===== config.mk =====
export PLATFORM = sky130hd
export DESIGN_NAME = mock_uart_tx
export DESIGN_NICKNAME = d
export VERILOG_FILES = /design/src/rtl/mock_uart_tx.sv
export SDC_FILE = /design/constraint.sdc
export NUM_CORES = 1
export LEC_CHECK = 0
export ABC_CLOCK_PERIOD_IN_PS = 3400
export CAP_MARGIN = 10
export CORE_MARGIN = 2
export CORE_UTILIZATION = 35
export CTS_BUF_LIST = sky130_fd_sc_hd__clkbuf_16
export DETAILED_ROUTE_END_ITERATION = 10
export GPL_TIMING_DRIVEN = 0
export SYNTH_ARGS = -nofsm -noshare
export SYNTH_HDL_FRONTEND = slang
export SYNTH_SLANG_ARGS = --single-unit

===== constraint.sdc =====
create_clock -name clk -period 3.4 [get_ports clk]
set_input_delay 1.02 -clock clk [delete_from_list [all_inputs] [get_ports clk]]
set_output_delay 1.02 -clock clk [all_outputs]
set_load 0.05 [all_outputs]

===== src/rtl/mock_uart_tx.sv =====
// mock_uart_tx -- simulation UART transmitter.
// Bytes pushed over a valid/ready interface are queued in an internal FIFO
// and serialised on tx_sig as START / DATA (LSB first) / optional PARITY /
// STOP frames. Frames are sent back-to-back while the FIFO holds data.
// Optional feature: define MOCK_UART_TX_ERR_INJ_EN to add the err_inj input,
// which corrupts the parity bit (or the first stop bit when there is no
// parity) of the frame popped while it is high.
`timescale 1ns/1ps

`ifndef CLK_FREQ
`define CLK_FREQ 100_000_000
`endif

module mock_uart_tx #(
    parameter int BaudRate     = 9600,
    parameter int ParityBit    = 0,
    parameter int DataBitsSize = 8,
    parameter int StopBitsSize = 1,
    parameter int BufferSize   = 128,
    parameter int ClockFreqHz  = `CLK_FREQ
) (
    input  logic                        clk,
    input  logic                        rst_n,
    input  logic                        wr_valid,
    input  logic [DataBitsSize-1:0]     wr_data,
    output logic                        wr_ready,
    output logic                        tx_sig,
    output logic                        busy,
    output logic [$clog2(BufferSize):0] level
`ifdef MOCK_UART_TX_ERR_INJ_EN
    ,
    input  logic                        err_inj
`endif
);

    localparam int ClksPerBit = ClockFreqHz / BaudRate;
    localparam int AddrW      = $clog2(BufferSize);
    localparam int LvlW       = AddrW + 1;
    localparam int CntW       = (ClksPerBit >= 2) ? $clog2(ClksPerBit) : 1;

    // Elaboration-time parameter legality
    if (ClksPerBit < 2) begin : g_bad_clks
        $error("mock_uart_tx: ClksPerBit=%0d, must be >= 2", ClksPerBit);
    end
    if (ParityBit < 0 || ParityBit > 2) begin : g_bad_parity
        $error("mock_uart_tx: ParityBit=%0d, must be 0, 1 or 2", ParityBit);
    end
    if (DataBitsSize < 5 || DataBitsSize > 9) begin : g_bad_data
        $error("mock_uart_tx: DataBitsSize=%0d, must be 5..9", DataBitsSize);
    end
    if (StopBitsSize < 1 || StopBitsSize > 2) begin : g_bad_stop
        $error("mock_uart_tx: StopBitsSize=%0d, must be 1..2", StopBitsSize);
    end
    if (BufferSize < 2 || (BufferSize & (BufferSize - 1)) != 0) begin : g_bad_buf
        $error("mock_uart_tx: BufferSize=%0d, must be a power of two >= 2", BufferSize);
    end

    typedef enum logic [2:0] {
        S_IDLE,
        S_START,
        S_DATA,
        S_PARITY,
        S_STOP
    } state_t;

    state_t                  state_q;
    logic [CntW-1:0]         baud_q;
    logic [3:0]              bit_q;
    logic [DataBitsSize-1:0] shift_q;
    logic                    par_q;
    logic                    err_q;
    logic                    tx_q;

    logic [DataBitsSize-1:0] mem_q [BufferSize];
    logic [AddrW-1:0]        wr_ptr_q;
    logic [AddrW-1:0]        rd_ptr_q;
    logic [LvlW-1:0]         level_q;

    logic                    push;
    logic                    pop;
    logic                    bit_end;
    logic                    frame_end;
    logic                    par_d;
    logic                    err_d;
    logic [DataBitsSize-1:0] head;

`ifdef MOCK_UART_TX_ERR_INJ_EN
    assign err_d = err_inj;
`else
    assign err_d = 1'b0;
`endif

    assign head     = mem_q[rd_ptr_q];
    assign wr_ready = (level_q < LvlW'(BufferSize));
    assign tx_sig   = tx_q;
    assign busy     = (state_q != S_IDLE);
    assign level    = level_q;

    // Push/pop decisions; a pop also fires on the last stop cycle so frames abut
    always_comb begin
        bit_end   = (baud_q == CntW'(ClksPerBit - 1));
        frame_end = (state_q == S_STOP) && bit_end && (bit_q == 4'(StopBitsSize - 1));
        push      = wr_valid && wr_ready;
        pop       = (level_q != '0) && ((state_q == S_IDLE) || frame_end);
        par_d     = (ParityBit == 2) ? (^head) : ~(^head);
    end

    // FIFO storage array (data only, never reset)
    always_ff @(posedge clk) begin
        if (push) begin
            mem_q[wr_ptr_q] <= wr_data;
        end
    end

    // FIFO pointers and occupancy; pointers wrap naturally on a power-of-two depth
    always_ff @(posedge clk or negedge rst_n) begin
        if (!rst_n) begin
            wr_ptr_q <= '0;
            rd_ptr_q <= '0;
            level_q  <= '0;
        end else begin
            if (push) begin
                wr_ptr_q <= wr_ptr_q + 1'b1;
            end
            if (pop) begin
                rd_ptr_q <= rd_ptr_q + 1'b1;
            end
            if (push && !pop) begin
                level_q <= level_q + 1'b1;
            end else if (pop && !push) begin
                level_q <= level_q - 1'b1;
            end
        end
    end

    // Frame FSM with registered serial output; tx_q always carries the bit of the state being entered
    always_ff @(posedge clk or negedge rst_n) begin
        if (!rst_n) begin
            state_q <= S_IDLE;
            baud_q  <= '0;
            bit_q   <= '0;
            shift_q <= '0;
            par_q   <= 1'b0;
            err_q   <= 1'b0;
            tx_q    <= 1'b1;
        end else if (pop) begin
            state_q <= S_START;
            baud_q  <= '0;
            bit_q   <= '0;
            shift_q <= head;
            par_q   <= par_d;
            err_q   <= err_d;
            tx_q    <= 1'b0;
        end else begin
            case (state_q)
                S_IDLE: begin
                    baud_q <= '0;
                    tx_q   <= 1'b1;
                end
                S_START: begin
                    if (bit_end) begin
                        state_q <= S_DATA;
                        baud_q  <= '0;
                        bit_q   <= '0;
                        tx_q    <= shift_q[0];
                    end else begin
                        baud_q <= baud_q + 1'b1;
                    end
                end
                S_DATA: begin
                    if (bit_end) begin
                        baud_q <= '0;
                        if (bit_q == 4'(DataBitsSize - 1)) begin
                            bit_q <= '0;
                            if (ParityBit != 0) begin
                                state_q <= S_PARITY;
                                tx_q    <= par_q ^ err_q;
                            end else begin
                                state_q <= S_STOP;
                                tx_q    <= ~err_q;
                            end
                        end else begin
                            bit_q   <= bit_q + 1'b1;
                            shift_q <= shift_q >> 1;
                            tx_q    <= shift_q[1];
                        end
                    end else begin
                        baud_q <= baud_q + 1'b1;
                    end
                end
                S_PARITY: begin
                    if (bit_end) begin
                        state_q <= S_STOP;
                        baud_q  <= '0;
                        bit_q   <= '0;
                        tx_q    <= 1'b1;
                    end else begin
                        baud_q <= baud_q + 1'b1;
                    end
                end
                S_STOP: begin
                    if (bit_end) begin
                        baud_q <= '0;
                        tx_q   <= 1'b1;
                        if (bit_q == 4'(StopBitsSize - 1)) begin
                            state_q <= S_IDLE;
                            bit_q   <= '0;
                        end else begin
                            bit_q <= bit_q + 1'b1;
                        end
                    end else begin
                        baud_q <= baud_q + 1'b1;
                    end
                end
                default: begin
                    state_q <= S_IDLE;
                    baud_q  <= '0;
                    tx_q    <= 1'b1;
                end
            endcase
        end
    end

endmodule


==> metrics.cfg, run 1 <==
[sta]
maxSlewHeadroom_pct = 6.45
setup_viol = 4
setup_ws_ns = -0.104
fmax_mhz = 285
finClkSkew_ns = 0.0523
min_period_ns = 3.50
worstMarginPinSlew_ns = 1.40
grt_setup_unrepaired = yes
finalHoldViolCount = 0
fin_crit_sh_pct = 103
finalMaxSlewViolations = 0

[logic_synthesis]
synth_seq_cells = 1076
avgSynthCellArea_um2 = 20.4
netlist_top_cells_area = edfxtp_1 (72%), mux4_2 (14%), dfrtp_1 (3.0%)
synth_area_mm2 = 0.0425
synth_top_area_share_pct = 72.3
ys_warn_count = 0
synth-edff-count = 1024
syn-num-nets = 2110
synth_cells = 2086
seq_area_frac_synth_pct = 75.4
yosysMostFrequentCell = edfxtp_1
postSynth.asyncResetShare_pct = 4.83
ys.flop_type = edfxtp_1
synth_common_cells = edfxtp_1 (1024), mux4_2 (259), nor2_1 (166), nand2_1 (75), mux2i_1 (59)
synthDistinctLibCells = 64
yosys.area.top_type = edfxtp_1

[route]
drc_errors = 0
met1_length_um = 48000
totalWireLength_um = 120000
dr_wl_met3_um = 11000
via_per_inst = 5.60
wl_per_cell_um = 30.3
met2_length_um = 56400
drtAntennaViolNets = 0
first_pass_iters = 7
dr.first_iter.drc_count = 2969
top_layer = met4
route.vias.total = 22100

[cts]
cts.path.max_buffers = 3
cts-root-buf = clkbuf_16
cts_tree = done
clkTransAtPathRegs_ns = 0.06
holdBufCountCts = 0
numCtsBuffers = 109
clk_latency_ns = 0.72
numClockSinks = 1076
htree_levels = 3

[placement]
dp_cells = 3734
placed_area_mm2 = 0.0451
io_buffer_count = 21
place.gp.congestion = 0.932
pre_cts_ws_ns = -1.39
dp_hpwl_um = 79800

[run_status]
status = complete, but fails checks
violations = negative setup slack

[global_route]
antenna_found_initial = 2
gr-usage-all-layers_pct = 19.1
grt_pass1_wl_um = 168000
grt_max_degree = 105
grt_pass1_vias = 22100
gr-total-overflow = 0

[cells_and_area]
final_cells = 3957
fin_util_pct = 41.1
nets = 2275
area_growth_pct = 16.2
drive_gt1_share_pct = 27.2
final_area_mm2 = 0.0494

[die]
start_util_pct = 35.4
die_y_um = 353
die-width_um = 353
dieArea_mm2 = 0.124
pin_count = 22
rows = 127
coreArea_mm2 = 0.120

[critical_path]
crit_path_cell_trace = clkbuf_2 > clkbuf_2 > nand2_1 > o31ai_2 > a31oi_1 > o32ai_4 > a21oi_1
cp.arrival_ns = 4.04
cp.required_ns = 3.94
crit_path_max_incr_delay_ns = 0.69
crit_top_cell = clkbuf_2
crit_buf_inv = 2
path_delay_family = buffers and inverters
critical_path_class = flop to flop
slowest_stage = clkbuf_2
worstRegToRegCells = 7
crit_fanout = 10
cp-start-kind = flop
cp-end-kind = flop
worst-path-stages = 7

[power_and_ir_drop]
p_per_area_mw_per_mm2 = 633
p_total_uw = 31300
power.leakage_uw = 0.0157
peakVddDrop_mv = 0.473

[hold_path]
hold_class = input pin to asynchronous set/reset pin

[flow_run]
maxCapViolCount = 0

flip-flops by register name (all words and copies together) (netlist names):
| signal | flops |
|---|---|
| baud_q | 14 |
| bit_q | 4 |
| level | 8 |
| mem_q | 1024 |
| rd_ptr_q | 7 |
| shift_q | 8 |
| state_q | 3 |
| tx_sig | 1 |
| wr_ptr_q | 7 |
cell families (layout without fill, tap and decap cells):
group / after synthesis / count (layout) / synth area share, %
muxes: 334 / 334 / 15.6
AOI/OAI and AO/OA: 165 / 165 / 2.64
and+or+nand+nor: 349 / 349 / 3.75
other: 0 / 3 / 0
DFF: 1076 / 1076 / 75.4
xor gates and xnor gates: 29 / 29 / 0.597
adders and majority gates: 13 / 13 / 0.400
buffers and inverters: 120 / 376 / 1.58
report_power, final:
part | switching, uW | internal [uW] | leakage (uW)
Combinational | 2670 | 1670 | 0.00405
Clock | 5160 | 6820 | 0.00183
Sequential | 176 | 14800 | 0.00985
cell usage in the layout, fill, tap and decap left out, types with 10 or more instances in the layout:
| cell | n |
|---|---|
| nor2_2 | 40 |
| buf_2 | 10 |
| xnor2_1 | 16 |
| xor2_1 | 13 |
| clkinv_2 | 22 |
| clkbuf_2 | 15 |
| buf_6 | 17 |
| o21ai_0 | 24 |
| buf_12 | 10 |
| clkdlybuf4s50_1 | 11 |
| edfxtp_1 | 1024 |
| mux4_2 | 259 |
| buf_8 | 16 |
| dfrtp_1 | 47 |
| a211oi_1 | 13 |
| clkbuf_16 | 110 |
| a22o_1 | 12 |
| nand3_1 | 18 |
| a22oi_1 | 19 |
| nor2b_1 | 22 |
| bufinv_16 | 12 |
| and3_1 | 10 |
| o22ai_1 | 11 |
| clkinv_1 | 23 |
| inv_1 | 31 |
| buf_4 | 38 |
| nor2_1 | 125 |
| mux2_2 | 13 |
| a21oi_1 | 29 |
| nand2_1 | 74 |
| clkbuf_1 | 26 |
| mux2i_1 | 59 |
| nand4_1 | 11 |
repair_timing:
action / in CTS / in global routing
cloned: 0 / 0
buffers inserted: 10 / 8
endpoints found under the setup margin: 510 / 59
pin swaps: 6 / 12
resized for setup: 127 / 55
through the flow:
stage          hold slack, ns  setup TNS [ns]
2_1_floorplan           0.455               0
3_3_place_gp            0.471        -2692.92
3_5_place_dp            0.485         -712.73
4_1_cts                 0.337          -0.410
5_1_grt                 0.381          -0.110
6_report                0.359          -0.255
per-layer routing:
| layer | GRT usage (%) | up-vias |
|---|---|---|
| li1 | - | 8944 |
| met1 | 26.0 | 11800 |
| met2 | 30.1 | 1166 |
| met3 | 4.24 | 196 |
| met4 | 6.97 | 0 |
| met5 | 0 | - |
path summary, 6_finish.rpt:
| path | startpoint | to | slack, ns |
|---|---|---|---|
| max in group asynchronous | rst_n | tx_sig$_DFFE_PN1P_ | 2.36 |
| setup reg to reg | rd_ptr_q[3]$_DFFE_PN0N_ | shift_q[5]$_DFFE_PN0P_ | -0.10 |
| min in group clk | tx_sig$_DFFE_PN1P_ | tx_sig$_DFFE_PN1P_ | 0.51 |
| hold reg to reg | tx_sig$_DFFE_PN1P_ | tx_sig$_DFFE_PN1P_ | 0.51 |
| hold / removal | rst_n | level[6]$_DFFE_PN0P_ | 0.36 |
| setup / recovery | rd_ptr_q[3]$_DFFE_PN0N_ | shift_q[5]$_DFFE_PN0P_ | -0.10 |
final cells by class:
cell class / count / area (um^2)
multi-input combinational: 890 / 10100
fill: 10500 / 70700
tap: 1612 / 2020
clock buffer: 110 / 2750
timing repair buffer: 58 / 717
inverter: 12 / 53.8
buffer: 104 / 848
clock inverter: 92 / 835
antenna: 3 / 7.51
sequential: 1076 / 32100
Power figures use the tool's default switching activity.
==> run 2: changes to the inputs <==
--- a/config.mk
+++ b/config.mk
@@ -8,10 +8,11 @@
 export ABC_CLOCK_PERIOD_IN_PS = 3400
 export CAP_MARGIN = 10
 export CORE_MARGIN = 2
-export CORE_UTILIZATION = 35
+export CORE_UTILIZATION = 31
 export CTS_BUF_LIST = sky130_fd_sc_hd__clkbuf_16
 export DETAILED_ROUTE_END_ITERATION = 10
 export GPL_TIMING_DRIVEN = 0
+export RECOVER_POWER = 50
 export SYNTH_ARGS = -nofsm -noshare
 export SYNTH_HDL_FRONTEND = slang
 export SYNTH_SLANG_ARGS = --single-unit
==> constraint.sdc (replaced) <==
create_clock -name clk -period 3.4 [get_ports clk]
set_input_delay 0.51 -clock clk [delete_from_list [all_inputs] [get_ports clk]]
set_output_delay 0.51 -clock clk [all_outputs]
set_load 0.05 [all_outputs]
==> metrics.cfg, run 2 (synthesis gave the netlist of run 1 again) <==
[cells_and_area]
layout_commonest_cell = edfxtp_1
register_area_mm2 = 0.0321  ; about the same
top_register = mem_q
reg_top3 = mem_q: 1024 flops, baud_q: 14 flops
drive_gt1_share_pct = 25.7  ; -1.5 points
fin_util_pct = 36.1  ; -5.0 points
fill_cells = 12400  ; +18%
nets = 2264  ; -0.48%
final_cells = 4113  ; +3.9%
layout_common_cells = edfxtp_1 (1024), mux4_2 (259), nor2_1 (120)
area_growth_pct = 15.2
diodes = 0  ; -3
multi_input_comb_area_mm2 = 0.0101  ; +0.25%
largest_reg_flops = 1024  ; unchanged

[sta]
fmax_mhz = 281  ; -1.5%
finalMaxSlewViolations = 741  ; +741
grt_setup_unrepaired = yes
finalHoldViolCount = 0  ; unchanged
worstMarginPinSlew_ns = 2.75  ; +1.34 ns
hold_slack_ns = 0.449  ; +0.0898 ns
setup_viol = 100  ; +96
setup_ws_ns = -0.156  ; -0.0525 ns
finClkSkew_ns = 0.0461  ; -0.00625 ns
min_period_ns = 3.56  ; +0.0525 ns
fin_crit_sh_pct = 105  ; +1.5 points
maxSlewHeadroom_pct = -83.1  ; -90 points

[die]
rows = 135  ; +6.3%
pin_count = 22  ; unchanged
dieArea_mm2 = 0.140  ; +13%
die_y_um = 374  ; +6.2%
die-width_um = 374  ; +6.2%
coreArea_mm2 = 0.136  ; +13%
start_util_pct = 31.3  ; -4.1 points

[critical_path]
crit_path_max_incr_delay_ns = 0.90  ; +0.21 ns
worstRegToRegCells = 5  ; -2
slowest_stage = nor2_1
path_delay_family = simple AND/OR/NAND/NOR gates
worstSetupStartpoint = wr_ptr_q[0]$_DFFE_PN0P_
r2r_slack_ns = -0.16  ; -0.05 ns
crit_fanout = 10  ; unchanged
cp-end-kind = flop
crit_path_cell_trace = clkbuf_1 > nand3b_1 > or3b_2 > clkbuf_1 > nor2_1
reg2reg_from = wr_ptr_q[0]$_DFFE_PN0P_
crit_top_cell = clkbuf_1
worst-path-stages = 5  ; -2
regToRegEndpoint = mem_q[43][0]$_DFFE_PP_
setup.worst_path.end = mem_q[43][0]$_DFFE_PP_
critical_path_class = flop to flop
cp-start-kind = flop
cp.arrival_ns = 3.88  ; -0.16 ns
crit_buf_inv = 2  ; unchanged
cp.required_ns = 3.73  ; -0.21 ns

[global_route]
gr-total-overflow = 0  ; unchanged
grt_max_degree = 105  ; unchanged
antenna_found_initial = 3  ; +1
grt_pass1_vias = 22300  ; +0.77%
gr-usage-all-layers_pct = 16.9  ; -2.2 points
grt_pass1_wl_um = 168000  ; about the same

[flow_run]
maxCapViolCount = 13  ; +13

[route]
drtAntennaViolNets = 0  ; unchanged
route.vias.total = 22200  ; +0.081%
via_per_inst = 5.39  ; -3.7%
drc_errors = 0  ; unchanged
first_pass_iters = 6  ; -1
dr.first_iter.drc_count = 2974  ; +0.17%
wl_per_cell_um = 29.2  ; -3.5%
totalWireLength_um = 120000  ; +0.35%

[hold_path]
hold_class = input pin to asynchronous set/reset pin

[cts]
cts-root-buf = clkbuf_16
clk_latency_ns = 0.72  ; about the same
cts.path.max_buffers = 3  ; unchanged
htree_levels = 3  ; unchanged
cts_tree = done
numClockSinks = 1076  ; unchanged
clkTransAtPathRegs_ns = 0.07  ; about the same
numCtsBuffers = 105  ; -3.7%

[run_status]
violations = max-capacitance violations, max-slew violations, negative setup slack
status = complete, but fails checks

[power_and_ir_drop]
power.leakage_uw = 0.0155  ; -1.5%
p_per_area_mw_per_mm2 = 621  ; -1.9%
peakVddDrop_mv = 0.431  ; -8.7%

[placement]
dp_hpwl_um = 80200  ; +0.50%
dp_cells = 3905  ; +4.6%
place.gp.congestion = 0.941  ; +0.97%
io_buffer_count = 21  ; unchanged

==> run 2: cell count changes in the layout (fill, tap and decap cells not counted), moves of 4 or more <==
cell / delta
inv_1: +15
buf_4: -14
buf_12: -9
clkbuf_1: +9
buf_16: -7
clkbuf_4: +7
clkinv_2: -6
clkbuf_16: -5
nor2_1: -5
bufinv_16: -4
clkinvlp_4: -4
inv_6: +4
nor2_2: +4
==> run 2: stage by stage <==
step | setup WS (ns) | TNS [ns] | power, uW | instance area, um^2
finish | -0.156 | -8.92 | 30400 | 49000
global route | -0.159 | -25.28 | 31300 | 49000
CTS | -0.0130 | -0.0839 | 30400 | 48900
detailed placement | -1.17 | -412.86 | 19200 | 45300
global placement | -1.78 | -1880.82 | 19100 | 45000
floorplan | 0.0130 | 0 | 17600 | 42500
==> run 2: report_power, final <==
group          internal (uW)  switching, uW
logic                   1560           2570
clock network           6240           5050
registers              14800            213
total                  22600           7820
==> run 2: layout make-up <==
cell class | instances | share of cell area [%]
sequential | 1076 | 65.4
multi-input combinational | 890 | 20.7
clock buffer | 105 | 5.36
tap | 1781 | 4.55
buffer | 104 | 1.54
clock inverter | 94 | 1.40
timing repair buffer | 51 | 0.919
inverter | 12 | 0.110
==> run 2: how the worst min path moves through the flow <==
| stage | slack [ns] | to |
|---|---|---|
| after floorplan | 0.21 | baud_q[0]$_DFF_PN0_ |
| after global placement | 0.47 | baud_q[0]$_DFF_PN0_ |
| after detailed placement | 0.47 | level[6]$_DFFE_PN0P_ |
| after CTS | 0.19 | mem_q[47][2]$_DFFE_PP_ |
| after global routing | 0.54 | level[0]$_DFFE_PN0P_ |
| final | 0.45 | level[0]$_DFFE_PN0P_ |
==> run 2: worst reg2reg max path: stages (launching register included) <==
cell      delay [ns]
dfrtp_1         0.41
clkbuf_1        0.37
nand3b_1        0.32
or3b_2          0.58
clkbuf_1        0.56
nor2_1          0.92
==> run 2: repair_timing <==
item                                   4_1_cts  5_1_grt
resized for setup                           87       67
setup buffers                                5        7
setup endpoints to repair                  351      194
endpoints found under the hold margin       16        0
hold buffers                                 1        0
pin swaps                                    3       10
==> run 2: routing by layer <==
| layer | routed length [um] | share of wire (%) | track usage (%) |
|---|---|---|---|
| met1 | 47700 | 40 | 22.4 |
| met2 | 54700 | 45 | 25.8 |
| met3 | 12400 | 10 | 4.65 |
| met4 | 5500 | 4.6 | 7.61 |
| met5 | 12 | 0.010 | 0 |
==> run 3: changes to the inputs <==
--- a/config.mk
+++ b/config.mk
@@ -11,8 +11,10 @@
 export CORE_UTILIZATION = 31
 export CTS_BUF_LIST = sky130_fd_sc_hd__clkbuf_16
 export DETAILED_ROUTE_END_ITERATION = 10
+export GPL_ROUTABILITY_DRIVEN = 1
 export GPL_TIMING_DRIVEN = 0
 export RECOVER_POWER = 50
+export SETUP_SLACK_MARGIN = 0.5
 export SYNTH_ARGS = -nofsm -noshare
 export SYNTH_HDL_FRONTEND = slang
 export SYNTH_SLANG_ARGS = --single-unit
==> metrics.cfg, run 3 (synthesis gave the netlist of run 1 again) <==
[die]
pin_count = 22  ; unchanged
dieArea_mm2 = 0.140  ; unchanged
start_util_pct = 31.3  ; unchanged
coreArea_mm2 = 0.136  ; unchanged
die_y_um = 374  ; unchanged
rows = 135  ; unchanged
die-width_um = 374  ; unchanged

[cells_and_area]
area_growth_pct = 21.1
top_register = mem_q
reg_top3 = mem_q: 1024 flops, baud_q: 14 flops
largest_reg_flops = 1024  ; unchanged
multi_input_comb_area_mm2 = 0.0108  ; +6.3%
layout_common_cells = edfxtp_1 (1024), mux4_2 (259), buf_4 (112)
layout_commonest_cell = edfxtp_1
nets = 2381  ; +5.2%
fill_cells = 12200  ; -1.5%
register_area_mm2 = 0.0321  ; about the same
drive_gt1_share_pct = 34.8  ; +9.1 points

[route]
drc_errors = 0  ; unchanged
drtAntennaViolNets = 0  ; unchanged
first_pass_iters = 6  ; unchanged
dr.first_iter.drc_count = 2864  ; -3.7%
route.vias.total = 22700  ; +2.5%
via_per_inst = 5.38  ; -0.23%
wl_per_cell_um = 29.2  ; about the same
totalWireLength_um = 123000  ; +2.7%

[cts]
htree_levels = 3  ; unchanged
numCtsBuffers = 105  ; unchanged
cts_tree = done
clkTransAtPathRegs_ns = 0.06  ; about the same
cts-root-buf = clkbuf_16
cts.path.max_buffers = 3  ; unchanged
numClockSinks = 1076  ; unchanged
clk_latency_ns = 0.75  ; +0.03 ns

[run_status]
violations = max-capacitance violations, max-slew violations
status = complete, but fails checks

[sta]
finClkSkew_ns = 0.0630  ; +0.0170 ns
fmax_mhz = 323  ; +15%
maxSlewHeadroom_pct = -118  ; -35 points
min_period_ns = 3.10  ; -0.460 ns
finalHoldViolCount = 0  ; unchanged
setup_viol = 0  ; -100%
fin_crit_sh_pct = 91.1  ; -14 points
hold_slack_ns = 0.473  ; +0.0242 ns
worstMarginPinSlew_ns = 3.27  ; +0.520 ns
finalMaxSlewViolations = 547  ; -26%
grt_setup_unrepaired = yes
finalSetupTns_ns = 0  ; +8.92 ns

[global_route]
gr-usage-all-layers_pct = 17.3  ; +0.43 points
grt_pass1_wl_um = 173000  ; +2.8%
gr-total-overflow = 0  ; unchanged
grt_max_degree = 105  ; unchanged
antenna_found_initial = 1  ; -2
grt_pass1_vias = 22700  ; +2.1%

[critical_path]
crit_path_cell_trace = inv_1 > ha_1 > nor4bb_4 > nand2_4 > a21oi_4 > clkinv_4 > ha_4 > inv_8 > ha_4 > a21o_1 > a21oi_2 > nor2b_1 > o21a_1 > o41ai_2 > mux2i_1 > xnor2_1
reg2reg_from = bit_q[0]$_DFFE_PN0P_
crit_path_max_incr_delay_ns = 0.39  ; -0.51 ns
cp-end-kind = flop
worstSetupStartpoint = bit_q[0]$_DFFE_PN0P_
setup.worst_path.end = level[7]$_DFFE_PN0P_
r2r_slack_ns = 0.30  ; +0.46 ns
cp-start-kind = flop
cp.arrival_ns = 3.70  ; -0.18 ns
crit_fanout = 4  ; -6
crit_top_cell = ha_4
slowest_stage = dfrtp_1
regToRegEndpoint = level[7]$_DFFE_PN0P_
worstRegToRegCells = 16  ; +11
cp.required_ns = 4.01  ; +0.28 ns
critical_path_class = flop to flop

[power_and_ir_drop]
peakVddDrop_mv = 0.378  ; -12%
power.leakage_uw = 0.0165  ; +6.4%
p_per_area_mw_per_mm2 = 609  ; -1.9%

[placement]
place.gp.congestion = 0.936  ; -0.58%
dp_hpwl_um = 80300  ; about the same
io_buffer_count = 21  ; unchanged

[flow_run]
maxCapViolCount = 9  ; -4

[hold_path]
hold_class = input pin to asynchronous set/reset pin

run 3: cell count changes in the layout (fill, tap and decap cells not counted), sizes merged, moves of 2 or more:
cell | before | now
clkinvlp | 1 | 3
buf | 75 | 202
inv | 55 | 34
clkbuf | 169 | 160
clkinv | 42 | 56
dlymetal6s2s | 0 | 2
run 3: how the worst min path moves through the flow:
stage | start | endpoint | cells past startpoint | slack (ns)
after detailed placement | rst_n | level[6]$_DFFE_PN0P_ | 1 | 0.48
final | rst_n | baud_q[1]$_DFF_PN0_ | 2 | 0.47
after global routing | rst_n | baud_q[1]$_DFF_PN0_ | 2 | 0.56
after global placement | baud_q[0]$_DFF_PN0_ | baud_q[0]$_DFF_PN0_ | 1 | 0.47
after floorplan | rst_n | baud_q[0]$_DFF_PN0_ | 0 | 0.21
after CTS | wr_data[2] | mem_q[36][2]$_DFFE_PP_ | 1 | 0.17
run 3: repair_timing:
item / 4_1_cts / 5_1_grt
hold endpoints to repair: 16 / 0
buffers inserted: 91 / 31
pin swaps: 51 / 32
hold buffers: 1 / 0
setup endpoints to repair: 774 / 746
cloned: 1 / 4
gates resized for setup: 316 / 150
run 3: cell type report:
class                      instances  area share, %
timing repair buffer             164           3.33
tap                             1781           4.33
antenna                            1        0.00486
inverter                          12          0.122
clock inverter                    88           1.36
multi-input combinational        890           20.9
buffer                           108           2.53
clock buffer                     105           5.11
sequential                      1076           62.3
run 3: metrics by stage:
| step | instances | area [um^2] | total power, uW | utilization [%] | setup WS (ns) |
|---|---|---|---|---|---|
| 4_1_cts | 4189 | 50600 | 31000 | 37.2 | 0.266 |
| 3_3_place_gp | 3888 | 45000 | 19200 | 33.2 | -1.70 |
| 3_5_place_dp | 3903 | 45300 | 19300 | 33.4 | -1.28 |
| 6_report | 4225 | 51500 | 31300 | 37.9 | 0.304 |
| 5_1_grt | 4224 | 51500 | 32300 | 37.9 | 0.118 |
| 2_1_floorplan | 2086 | 42600 | 17700 | - | 0.290 |
run 3: metal layers:
metal / up-vias / share of wire [%] / wire [um] / global-route usage, %
li1: 9172 / - / - / -
met1: 12100 / 39 / 48500 / 22.9
met2: 1199 / 47 / 57700 / 27.1
met3: 280 / 9.6 / 11800 / 4.36
met4: 0 / 4.4 / 5430 / 7.42
met5: - / 0 / 0 / 0
run 3: power breakdown:
| group | internal (uW) | switching (uW) |
|---|---|---|
| combinational | 2180 | 2910 |
| clock | 6190 | 5110 |
| sequential | 14800 | 163 |
| total | 23200 | 8180 |
run 3: worst max-delay path, delay by kind of cell (launching register included):
family                   cells  cell delay (ns)
AO/OA/AOI/OAI                5             0.97
adder cells (fa/ha/maj)      3             0.53
AND/OR/NAND/NOR              3             0.47
flip-flops                   1             0.39
multiplexers                 1             0.27
buffers and inverters        3             0.23
XOR/XNOR                     1             0.14
